**src/rtl/spi_ram_arbiter.sv**
```systemverilog
// Two-port arbiter in front of spi_ram_controller; define SPI_ARB_ROUND_ROBIN_EN for round-robin ties (default: port 0 wins).
// Latency req->done is 4 cycles plus controller busy time; one transaction in flight, a waiting port simply holds req.
module spi_ram_arbiter #(
  parameter int ADDR_BITS        = 16,
  parameter int DATA_WIDTH_BYTES = 2,
  localparam int DW              = 8 * DATA_WIDTH_BYTES
) (
  input  logic                 clk,
  input  logic                 rst,
  input  logic                 p0_req,
  input  logic                 p0_we,
  input  logic [ADDR_BITS-1:0] p0_addr,
  input  logic [DW-1:0]        p0_wdata,
  output logic [DW-1:0]        p0_rdata,
  output logic                 p0_done,
  input  logic                 p1_req,
  input  logic                 p1_we,
  input  logic [ADDR_BITS-1:0] p1_addr,
  input  logic [DW-1:0]        p1_wdata,
  output logic [DW-1:0]        p1_rdata,
  output logic                 p1_done,
  output logic [ADDR_BITS-1:0] mem_addr,
  output logic [DW-1:0]        mem_wdata,
  output logic                 mem_start_read,
  output logic                 mem_start_write,
  input  logic [DW-1:0]        mem_rdata,
  input  logic                 mem_busy,
  output logic                 owner,
  output logic                 active
);

  typedef enum logic [2:0] {
    S_IDLE,
    S_ISSUE,
    S_SETTLE,
    S_WAIT,
    S_DONE
  } state_t;

  state_t                 state;
  state_t                 state_nxt;
  logic                   lat_we;
  logic [ADDR_BITS-1:0]   lat_addr;
  logic [DW-1:0]          lat_wdata;
  logic                   any_req;
  logic                   grant;
  logic                   take;

  assign any_req = p0_req | p1_req;
  assign take    = (state == S_IDLE) && any_req;

`ifdef SPI_ARB_ROUND_ROBIN_EN
  logic last_owner;

  always_comb begin
    grant = p1_req;
    if (p0_req && p1_req) grant = ~last_owner;
  end

  // Reset value 1 makes the very first tie go to port 0.
  always_ff @(posedge clk or posedge rst) begin
    if (rst) begin
      last_owner <= 1'b1;
    end else if (take) begin
      last_owner <= grant;
    end
  end
`else
  assign grant = p1_req & ~p0_req;
`endif

  always_ff @(posedge clk or posedge rst) begin
    if (rst) begin
      state     <= S_IDLE;
      owner     <= 1'b0;
      lat_we    <= 1'b0;
      lat_addr  <= '0;
      lat_wdata <= '0;
      p0_rdata  <= '0;
      p1_rdata  <= '0;
    end else begin
      state <= state_nxt;
      if (take) begin
        owner     <= grant;
        lat_we    <= grant ? p1_we    : p0_we;
        lat_addr  <= grant ? p1_addr  : p0_addr;
        lat_wdata <= grant ? p1_wdata : p0_wdata;
      end
      // Read data is only trusted once busy has dropped; writes keep the old value.
      if (state == S_WAIT && !mem_busy && !lat_we) begin
        if (owner) p1_rdata <= mem_rdata;
        else       p0_rdata <= mem_rdata;
      end
    end
  end

  always_comb begin
    state_nxt       = state;
    mem_start_read  = 1'b0;
    mem_start_write = 1'b0;
    p0_done         = 1'b0;
    p1_done         = 1'b0;
    mem_addr        = lat_addr;
    mem_wdata       = lat_wdata;
    case (state)
      S_IDLE: begin
        mem_addr  = '0;
        mem_wdata = '0;
        if (any_req) state_nxt = S_ISSUE;
      end
      S_ISSUE: begin
        mem_start_write = lat_we;
        mem_start_read  = ~lat_we;
        state_nxt       = S_SETTLE;
      end
      // Controller busy is not yet meaningful in the cycle after a start.
      S_SETTLE: state_nxt = S_WAIT;
      S_WAIT: begin
        if (!mem_busy) state_nxt = S_DONE;
      end
      S_DONE: begin
        p0_done   = ~owner;
        p1_done   = owner;
        state_nxt = S_IDLE;
      end
      default: state_nxt = S_IDLE;
    endcase
  end

  assign active = (state != S_IDLE);

endmodule
```
**config.mk**
```make
export PLATFORM = sky130hd
export DESIGN_NAME = spi_ram_arbiter
export DESIGN_NICKNAME = d
export VERILOG_FILES = /design/src/rtl/spi_ram_arbiter.sv
export SDC_FILE = /design/constraint.sdc
export NUM_CORES = 1
export LEC_CHECK = 0
export ABC_AREA = 1
export BUFFER_PORTS_ARGS = -buffer_cell sky130_fd_sc_hd__buf_2
export CAP_MARGIN = 20
export CORE_MARGIN = 5
export CORE_UTILIZATION = 43
export DETAILED_ROUTE_END_ITERATION = 8
export PLACE_DENSITY = 0.86
export SKIP_CTS_REPAIR_TIMING = 1
export SLEW_MARGIN = 25
export SYNTH_ARGS = -nofsm -noshare
export SYNTH_HDL_FRONTEND = slang
export SYNTH_SLANG_ARGS = --single-unit
```
**constraint.sdc**
```tcl
create_clock -name clk -period 2 [get_ports clk]
set_input_delay 0.2 -clock clk [delete_from_list [all_inputs] [get_ports clk]]
set_output_delay 0.2 -clock clk [all_outputs]
set_load 0.02 [all_outputs]
```
==> flow_metrics.env, run 1 <==
export IMPL_grt_pass1_wl_mm=15.9
export IMPL_cellLeakagePower_nw=2.82
export IMPL_hpwlAfterDp_mm=7.18
export IMPL_critical_path_class="reg2out"
export IMPL_final_setup_tns_ns=0
export IMPL_vias=3627
export IMPL_crit_start="state[1]"
export IMPL_pwr_share_clk_pct=18.0
export IMPL_start_util_pct=43.7
export IMPL_timing_rr_start="state[1]"
export IMPL_fin_crit_sh_pct=94.5
export IMPL_ir_worst_vdd_mv=0.625
export IMPL_seqPwrFrac_pct=34.0
export IMPL_cpMaxStageDelayCell="dfrtp_1"
export IMPL_grt_start_max_net_pins=38
export IMPL_synth_seq_cells=69
export IMPL_yosysSeqAreaShare_pct=48.3
export IMPL_yosysWarningCount=0
export IMPL_crit_buf_inv=2
export IMPL_num_nets_final=729
export IMPL_drtIter0Drc=132
export IMPL_crit_end="mem_wdata[4]"
export IMPL_crit_cells=5
export IMPL_synthToLayoutAreaGrowth_pct=30.3
export IMPL_min_period_ns=1.89
export IMPL_root_buffer="clkbuf_8"
export IMPL_pre_cts_slack_ns=0.297
export IMPL_routedWlPerCell_um=12.8
export IMPL_crit_fanout=32
export IMPL_power_density_nw_per_um2=1520
export IMPL_hold_viol_final=0
export IMPL_crit_required_ns=1.80
export IMPL_synth_distinct_cells=20
export IMPL_antenna_found_initial=0
export IMPL_syn_nets=580
export IMPL_insertion_delay_ns=0.34
export IMPL_grt_overflow_total=0
export IMPL_placedCellCount=735
export IMPL_fmax_ghz=0.529
export IMPL_cts_tree="yes"
export IMPL_drive_gt1_share_pct=30.1
export IMPL_reg2reg_slack_ns=0.49
export IMPL_hold_path_class="in2reg"
export IMPL_status="finished clean"
export IMPL_cts_path_max_buffers=2
export IMPL_place_gp_congestion=0.839
export IMPL_dieArea_um2=10200
export IMPL_post_route_drc_count=0
export IMPL_slew_headroom_pct=75.2
export IMPL_crit_path_cell_trace="nor2_2 -> nand2_2 -> inv_6 -> nor2_1 -> buf_2"
export IMPL_dr_pass1_iters=5
export IMPL_clk_pin_slew_ns=0.08
export IMPL_pwr_share_comb_pct=48.0
export IMPL_synthCells=493
export IMPL_finalWirelength_mm=9.67
export IMPL_port_buffers=156
export IMPL_cts_buffers=9
export IMPL_ios=157
export IMPL_slew_violations=0
export IMPL_endpoint_kind="primary output"
export IMPL_utilization_pct=56.9
export IMPL_switchingPower_w=0.00320
export IMPL_path_delay_family="simple AND/OR/NAND/NOR gates"
export IMPL_cts_sinks=69
export IMPL_die_x_um=101
export IMPL_fp_coreArea_um2=8180
export IMPL_finClkSkew_ns=0.0123
export IMPL_regToRegEndpoint="lat_wdata[12]"
export IMPL_grt_pass1_vias=3496
export IMPL_slowest_delay_ns=0.45
export IMPL_max_cap_violations=0
export IMPL_die_h_um=101
export IMPL_setup_slack_ns=0.110
export IMPL_p_int_w=0.00386
export IMPL_globalRouteTotalUtil_pct=19.6
export IMPL_start_kind="flop"
export IMPL_report_final_setup_viol=0
export IMPL_vias_per_cell=4.82
export IMPL_switching_share_pct=45.3
export IMPL_std_cell_rows=33
export IMPL_ant_nets=0
export IMPL_htreeDepth=3
export IMPL_r2r_cells=5
export IMPL_synth_area_um2=3570
export IMPL_synth_avg_cell_area_um2=7.25
export IMPL_worst_ep_arrival_time_ns=1.69
export IMPL_fin_cells=753
export IMPL_tightest_slew_ns=0.370
sequential cells by signal, summed over array words and instances (netlist names):
signal and flops:
lat_addr 16, state 3, p1_rdata 16, lat_wdata 16, owner 1, lat_we 1, p0_rdata 16
synthesized netlist by cell type:
| master | number | share of area, % |
|---|---|---|
| o21ai_0 | 2 | 0.28 |
| buf_1 | 3 | 0.32 |
| nand4_1 | 33 | 5.8 |
| clkbuf_1 | 5 | 0.53 |
| nand2_1 | 236 | 25 |
| nand3_4 | 3 | 1.5 |
| buf_6 | 3 | 0.95 |
| nand3_1 | 35 | 4.9 |
| inv_4 | 1 | 0.18 |
| dfrtp_1 | 69 | 48 |
| inv_1 | 35 | 3.7 |
| clkinv_1 | 1 | 0.10 |
| buf_2 | 16 | 2.2 |
| buf_4 | 3 | 0.63 |
| nor3_1 | 1 | 0.14 |
| nor2_8 | 1 | 0.56 |
| nand2_2 | 2 | 0.35 |
| nor2_2 | 2 | 0.35 |
| inv_2 | 3 | 0.32 |
| nor2_1 | 39 | 4.1 |
worst min path at each step:
stage               startpoint  cells after the start  slack (ns)            to
floorplan             mem_busy                      1        0.27      state[2]
global placement           rst                      2        0.16  p1_rdata[12]
detailed placement         rst                      2        0.16   p1_rdata[0]
CTS                        rst                      2       -0.21  p0_rdata[10]
global route          mem_busy                      2        0.05      state[2]
finish                mem_busy                      2        0.06      state[2]
logic make-up (layout without fill, tap and decap cells):
family / after synthesis / count (layout) / share of synthesized area (%)
AO/OA/AOI/OAI: 2 / 2 / 0.280
buffers and inverters: 70 / 224 / 8.93
flip-flops: 69 / 69 / 48.3
other: 0 / 1 / 0
AND/OR/NAND/NOR: 352 / 352 / 42.5
per-layer routing:
layer / GRT usage, % / vias up / routed length (µm) / part of all wire [%]
met2: 32.2 / 155 / 4370 / 45
met3: 4.75 / 17 / 855 / 8.8
met1: 25.1 / 1618 / 4280 / 44
li1: - / 1837 / - / -
met5: 0 / - / 0 / 0
met4: 7.46 / 0 / 162 / 1.7
metrics by stage:
stage | power [W] | hold slack [ns] | area, µm²
after detailed placement | 0.00583 | 0.161 | 4410
after global placement | 0.00570 | 0.161 | 4410
final | 0.00706 | 0.0608 | 4660
after global routing | 0.00763 | 0.0472 | 4650
after CTS | 0.00712 | -0.214 | 4640
after floorplan | 0.00475 | 0.271 | 3570
power by group through the flow:
stage               logic [W]  registers (W)  clock network (W)
floorplan             0.00206        0.00269                  0
global placement      0.00332        0.00238                  0
detailed placement    0.00342        0.00240                  0
CTS                   0.00342        0.00240            0.00131
global route          0.00377        0.00248            0.00138
finish                0.00339        0.00241            0.00127
layout by cell type (no fill, tap or decap), types with 2 or more instances in the layout:
cell,instances
buf_4,10
inv_1,34
nand2_1,236
nand2_2,2
buf_2,156
nand3_4,3
clkbuf_8,11
bufinv_16,2
nand3_1,35
o21ai_0,2
nor2_2,2
clkinv_2,2
inv_2,3
dfrtp_1,69
nor2_1,39
nand4_1,33
cell type report:
cell class | instances | area [µm²]
tap | 105 | 131
timing repair buffer | 168 | 886
sequential | 69 | 1730
multi-input combinational | 354 | 1530
inverter | 40 | 158
fill | 797 | 3520
antenna | 1 | 2.50
clock buffer | 12 | 155
clock inverter | 4 | 70.1
Power figures use the tool's default switching activity.
==> run 2: changes to the inputs <==
--- a/config.mk
+++ b/config.mk
@@ -9,9 +9,9 @@
 export BUFFER_PORTS_ARGS = -buffer_cell sky130_fd_sc_hd__buf_2
 export CAP_MARGIN = 20
 export CORE_MARGIN = 5
-export CORE_UTILIZATION = 43
+export CORE_UTILIZATION = 32
 export DETAILED_ROUTE_END_ITERATION = 8
-export PLACE_DENSITY = 0.86
+export PLACE_DENSITY = 0.69
 export SKIP_CTS_REPAIR_TIMING = 1
 export SLEW_MARGIN = 25
 export SYNTH_ARGS = -nofsm -noshare
==> run 2 against run 1 <==
  * Via count rose by 0.85%
  * Critical endpoint is now mem_addr[14]
  * Clock power barely moved
  * Combinational power grew 2%
  * Wire length rose by 6.7%
  * Core utilization is 14 points lower
  * Sequential share of layout area fell by 0.55 points
  * Critical path depth grew 1
  * Largest cell class unchanged
  * Clock skew decreased by 0.0037 ns
  * Final cell count is 4.6% higher
  * Critical path type unchanged
  * First-iteration DRC count rose by 120%
  * Design area is 1.5% higher
  * Sequential power about the same
==> flow_metrics.env, run 2 (same netlist as run 1, synthesis figures left out) <==
export IMPL_status="finished clean"
export IMPL_grt_start_max_net_pins=70
export IMPL_switchingPower_w=0.00322
export IMPL_fmax_ghz=0.536
export IMPL_grt_pass1_vias=3661
export IMPL_htreeDepth=3
export IMPL_min_period_ns=1.87
export IMPL_hold_path_class="in2reg"
export IMPL_synthToLayoutAreaGrowth_pct=32.3
export IMPL_ant_nets=0
export IMPL_grt_pass1_wl_mm=17.1
export IMPL_fillers=1131
export IMPL_cp_common_cell="inv_2"
export IMPL_pre_cts_slack_ns=0.390
export IMPL_reg2reg_slack_ns=0.60
export IMPL_post_route_drc_count=0
export IMPL_slew_violations=0
export IMPL_place_gp_congestion=0.841
export IMPL_vias_per_cell=4.64
export IMPL_final_setup_tns_ns=0
export IMPL_endpoint_kind="primary output"
export IMPL_num_nets_final=729
export IMPL_grt_overflow_total=0
export IMPL_setup_slack_ns=0.133
export IMPL_cts_sinks=69
export IMPL_vias=3658
export IMPL_root_buffer="clkbuf_8"
export IMPL_tightest_slew_ns=0.424
export IMPL_worst_ep_arrival_time_ns=1.67
export IMPL_critical_path_class="reg2out"
export IMPL_start_util_pct=32.8
export IMPL_clk_pin_slew_ns=0.07
export IMPL_cpMaxStageDelayCell="dfrtp_1"
export IMPL_fin_crit_sh_pct=93.3
export IMPL_dr_pass1_iters=4
export IMPL_crit_buf_inv=4
export IMPL_die_h_um=116
export IMPL_slew_headroom_pct=71.6
export IMPL_regToRegEndpoint="p0_rdata[9]"
export IMPL_timing_rr_start="state[0]"
export IMPL_cts_tree="yes"
export IMPL_globalRouteTotalUtil_pct=15.8
export IMPL_rsz0062_at_grt="false"
export IMPL_whs_path_depth=2
export IMPL_ios=157
export IMPL_report_final_setup_viol=0
export IMPL_min_from="mem_busy"
export IMPL_drtIter0Drc=289
export IMPL_cellLeakagePower_nw=2.83
export IMPL_finalWirelength_mm=10.3
export IMPL_switching_share_pct=45.2
export IMPL_report_power_total_w=0.00713
export IMPL_hold_viol_final=0
export IMPL_crit_fanout=23
export IMPL_crit_path_cell_trace="inv_2 -> nand2_2 -> inv_2 -> buf_12 -> nor2_1 -> buf_2"
export IMPL_dieArea_um2=13400
export IMPL_max_cap_violations=0
export IMPL_start_kind="flop"
export IMPL_drive_gt1_share_pct=30.0
export IMPL_cts_buffers=9
export IMPL_p_int_w=0.00391
export IMPL_finClkSkew_ns=0.00862
export IMPL_path_delay_family="buffers and inverters"
export IMPL_seqPwrFrac_pct=33.6
export IMPL_cts_path_max_buffers=2
export IMPL_mostFrequentLayoutCell="nand2_1"
export IMPL_fp_coreArea_um2=10900
export IMPL_ir_worst_vdd_mv=0.696
export IMPL_routedWlPerCell_um=13.1
export IMPL_port_buffers=156
export IMPL_hpwlAfterDp_mm=7.66
export IMPL_pwr_share_comb_pct=48.5
export IMPL_power_density_nw_per_um2=1510
export IMPL_r2r_cells=5
export IMPL_slowest_delay_ns=0.49
export IMPL_crit_required_ns=1.80
export IMPL_antenna_found_initial=0
export IMPL_most_common_layout_cells="236 x nand2_1, 156 x buf_2, 69 x dfrtp_1"
export IMPL_hold_end="state[2]"
export IMPL_die_x_um=116
export IMPL_std_cell_rows=38
export IMPL_insertion_delay_ns=0.32
export IMPL_pwr_share_clk_pct=17.9
-- run 2: layout make-up --
type	instances	area [µm²]	area share, %
flip-flops and latches	69	1730	36.5
clock buffers	13	159	3.36
diodes	1	2.50	0.0530
inverters	40	153	3.23
multi-input cells	354	1530	32.4
well taps	140	175	3.71
clock inverters	3	67.6	1.43
repair buffers	168	911	19.3
-- run 2: metrics by stage --
step / util [%] / cell area [µm²] / std cells / hold WS, ns
after floorplan: - / 3570 / 493 / 0.271
after global placement: 41.2 / 4480 / 770 / 0.298
after detailed placement: 41.2 / 4480 / 770 / 0.315
after CTS: 43.2 / 4710 / 786 / -0.0550
after global routing: 43.4 / 4720 / 787 / 0.0705
final: 43.4 / 4730 / 788 / 0.0794
-- run 2: worst max path at each step --
stage	start	end	slack, ns	depth (start not counted)
4_1_cts	state[1]	mem_wdata[10]	0.02	6
3_3_place_gp	state[1]	mem_addr[13]	0.48	6
5_1_grt	state[2]	mem_addr[2]	0.009	6
6_report	state[2]	mem_addr[14]	0.13	6
2_1_floorplan	rst	lat_addr[0]	0.06	1
3_5_place_dp	state[1]	mem_wdata[10]	0.39	6
-- run 2: layer usage --
layer / up-vias / track usage [%] / part of all wire (%)
met1: 1661 / 20.8 / 45
li1: 1829 / - / -
met2: 157 / 26.0 / 45
met4: 0 / 5.03 / 1.6
met3: 11 / 3.50 / 8.6
met5: - / 0 / 0
-- run 2: worst register-to-register path, stage by stage (launching register included) --
cell and delay, ns:
dfrtp_1 0.46, nand2_2 0.15, nor2_8 0.22, buf_4 0.29, nand4_1 0.12, nand2_1 0.09
-- run 2: power groups by stage --
| stage | clock network [W] | registers [W] | logic (W) |
|---|---|---|---|
| final | 0.00128 | 0.00239 | 0.00346 |
| after global routing | 0.00137 | 0.00247 | 0.00385 |
| after CTS | 0.00132 | 0.00239 | 0.00351 |
| after detailed placement | 0 | 0.00240 | 0.00351 |
| after global placement | 0 | 0.00238 | 0.00344 |
| after floorplan | 0 | 0.00269 | 0.00206 |
==> run 3: changes to the inputs <==
--- a/config.mk
+++ b/config.mk
@@ -11,7 +11,7 @@
 export CORE_MARGIN = 5
 export CORE_UTILIZATION = 32
 export DETAILED_ROUTE_END_ITERATION = 8
-export PLACE_DENSITY = 0.69
+export PLACE_DENSITY = 0.67
 export SKIP_CTS_REPAIR_TIMING = 1
 export SLEW_MARGIN = 25
 export SYNTH_ARGS = -nofsm -noshare
==> constraint.sdc (replaced) <==
create_clock -name clk -period 1.72 [get_ports clk]
set_input_delay 0.172 -clock clk [delete_from_list [all_inputs] [get_ports clk]]
set_output_delay 0.172 -clock clk [all_outputs]
set_load 0.02 [all_outputs]
==> run 3 against run 2 <==
  * Non-clock buffer count increased by 3
  * Largest cell class unchanged
  * Sequential power grew 17%
  * Wire length decreased by 1.5%
  * Largest power group unchanged
  * Via count shrank 1.0%
  * Critical endpoint is now mem_wdata[4]
  * Clock-buffer cell count shrank 4
  * Global-route usage decreased by 0.27 points
  * Design area about the same
  * Worst setup slack worse by 0.055 ns
  * Hold slack worse by 0.037 ns
==> flow_metrics.env, run 3 (same netlist as run 1, synthesis figures left out) <==
export IMPL_power_density_nw_per_um2=1750
export IMPL_timing_rr_start="state[0]"
export IMPL_fin_area_um2=4730
export IMPL_vias=3620
export IMPL_num_nets_final=732
export IMPL_fp_coreArea_um2=10900
export IMPL_finalWirelength_mm=10.2
export IMPL_drtIter0Drc=291
export IMPL_report_power_total_w=0.00828
export IMPL_max_cap_violations=0
export IMPL_root_buffer="clkbuf_8"
export IMPL_critical_path_class="reg2out"
export IMPL_routedWlPerCell_um=12.9
export IMPL_fin_crit_sh_pct=95.4
export IMPL_finClkSkew_ns=0.0110
export IMPL_htreeDepth=3
export IMPL_std_cell_rows=38
export IMPL_drive_gt1_share_pct=31.1
export IMPL_die_x_um=116
export IMPL_synthToLayoutAreaGrowth_pct=32.4
export IMPL_crit_fanout=9
export IMPL_die_h_um=116
export IMPL_start_util_pct=32.8
export IMPL_ant_nets=0
export IMPL_start_kind="flop"
export IMPL_insertion_delay_ns=0.33
export IMPL_slew_violations=0
export IMPL_n_antenna_cell=0
export IMPL_tightest_slew_ns=0.357
export IMPL_vias_per_cell=4.58
export IMPL_grt_pass1_wl_mm=16.8
export IMPL_place_gp_congestion=0.859
export IMPL_r2r_cells=6
export IMPL_fmax_ghz=0.609
export IMPL_ios=157
export IMPL_whs_path_depth=2
export IMPL_mostFrequentLayoutCell="nand2_1"
export IMPL_reg2reg_slack_ns=0.29
export IMPL_cellLeakagePower_nw=2.82
export IMPL_min_from="mem_busy"
export IMPL_post_route_drc_count=0
export IMPL_clk_pin_slew_ns=0.07
export IMPL_regToRegEndpoint="lat_addr[10]"
export IMPL_min_period_ns=1.64
export IMPL_globalRouteTotalUtil_pct=15.5
export IMPL_cts_tree="yes"
export IMPL_crit_required_ns=1.55
export IMPL_grt_start_max_net_pins=70
export IMPL_hpwlAfterDp_mm=7.64
export IMPL_report_final_setup_viol=0
export IMPL_worst_ep_arrival_time_ns=1.47
export IMPL_antenna_found_initial=0
export IMPL_ir_worst_vdd_mv=0.736
export IMPL_endpoint_kind="primary output"
export IMPL_cts_buffers=9
export IMPL_cts_path_max_buffers=2
export IMPL_utilization_pct=43.4
export IMPL_most_common_layout_cells="236 x nand2_1, 156 x buf_2, 66 x dfrtp_1"
export IMPL_status="finished clean"
export IMPL_grt_overflow_total=0
export IMPL_placed_area_um2=4470
export IMPL_hold_end="state[2]"
export IMPL_dieArea_um2=13400
export IMPL_dr_pass1_iters=4
export IMPL_hold_path_class="in2reg"
export IMPL_hold_viol_final=0
export IMPL_grt_pass1_vias=3588
export IMPL_slew_headroom_pct=76.2
export IMPL_cts_sinks=69
export IMPL_port_buffers=156
[run 3: cell types whose count changed in the layout (fill, tap and decap cells not counted), sizes merged]
| cell | before | now |
|---|---|---|
| buf | 167 | 170 |
| inv | 39 | 38 |
| diode | 1 | 0 |
| clkbuf | 13 | 9 |
| clkinvlp | 1 | 3 |
| clkinv | 1 | 4 |
[run 3: worst max path at each step]
stage                  start            end  slack, ns  cells past startpoint
global placement    state[1]    mem_addr[0]       0.27                      6
floorplan              owner        p1_done       0.27                      3
finish              state[0]   mem_wdata[4]       0.08                      6
detailed placement  state[1]  mem_wdata[14]       0.20                      6
CTS                 state[1]  mem_wdata[14]      -0.19                      6
global route        state[0]   mem_wdata[8]      -0.02                      6
[run 3: cell type report]
class | instances | area, µm²
Fill cell | 1145 | 6160
Timing Repair Buffer | 171 | 921
Multi-Input combinational cell | 354 | 1530
Inverter | 40 | 156
Clock inverter | 7 | 90.1
Clock buffer | 9 | 124
Sequential cell | 69 | 1730
Tap cell | 140 | 175
[run 3: metal layers]
layer	up-vias	routed length [µm]	part of all wire [%]	global-route usage, %
met2	163	4560	45	24.8
met4	0	121	1.2	4.49
met1	1615	4580	45	21.3
met5	-	0	0	0
li1	1832	-	-	-
met3	10	902	8.9	3.39
[run 3: where the power goes]
group | total, W | switching (W) | internal [W]
logic | 0.00406 | 0.00273 | 0.00134
clock network | 0.00142 | 0.000610 | 0.000808
registers | 0.00280 | 0.000448 | 0.00235
[run 3: worst max-delay path: stages, from the launching register on]
cell and delay [ns]:
dfrtp_2 0.45, nor2_4 0.15, nand2_2 0.07, inv_2 0.08, buf_4 0.17, nor2_1 0.07
buf_2 0.16
[run 3: metrics by stage]
stage                     setup TNS (ns)  cells  setup WS, ns  hold slack, ns
after CTS                          -4.69    787        -0.194         -0.0667
after floorplan                        0    493         0.266           0.243
after global placement                 0    771         0.273           0.299
after detailed placement               0    771         0.201           0.309
final                                  0    790        0.0785          0.0428
after global routing              -0.178    790       -0.0229          0.0254
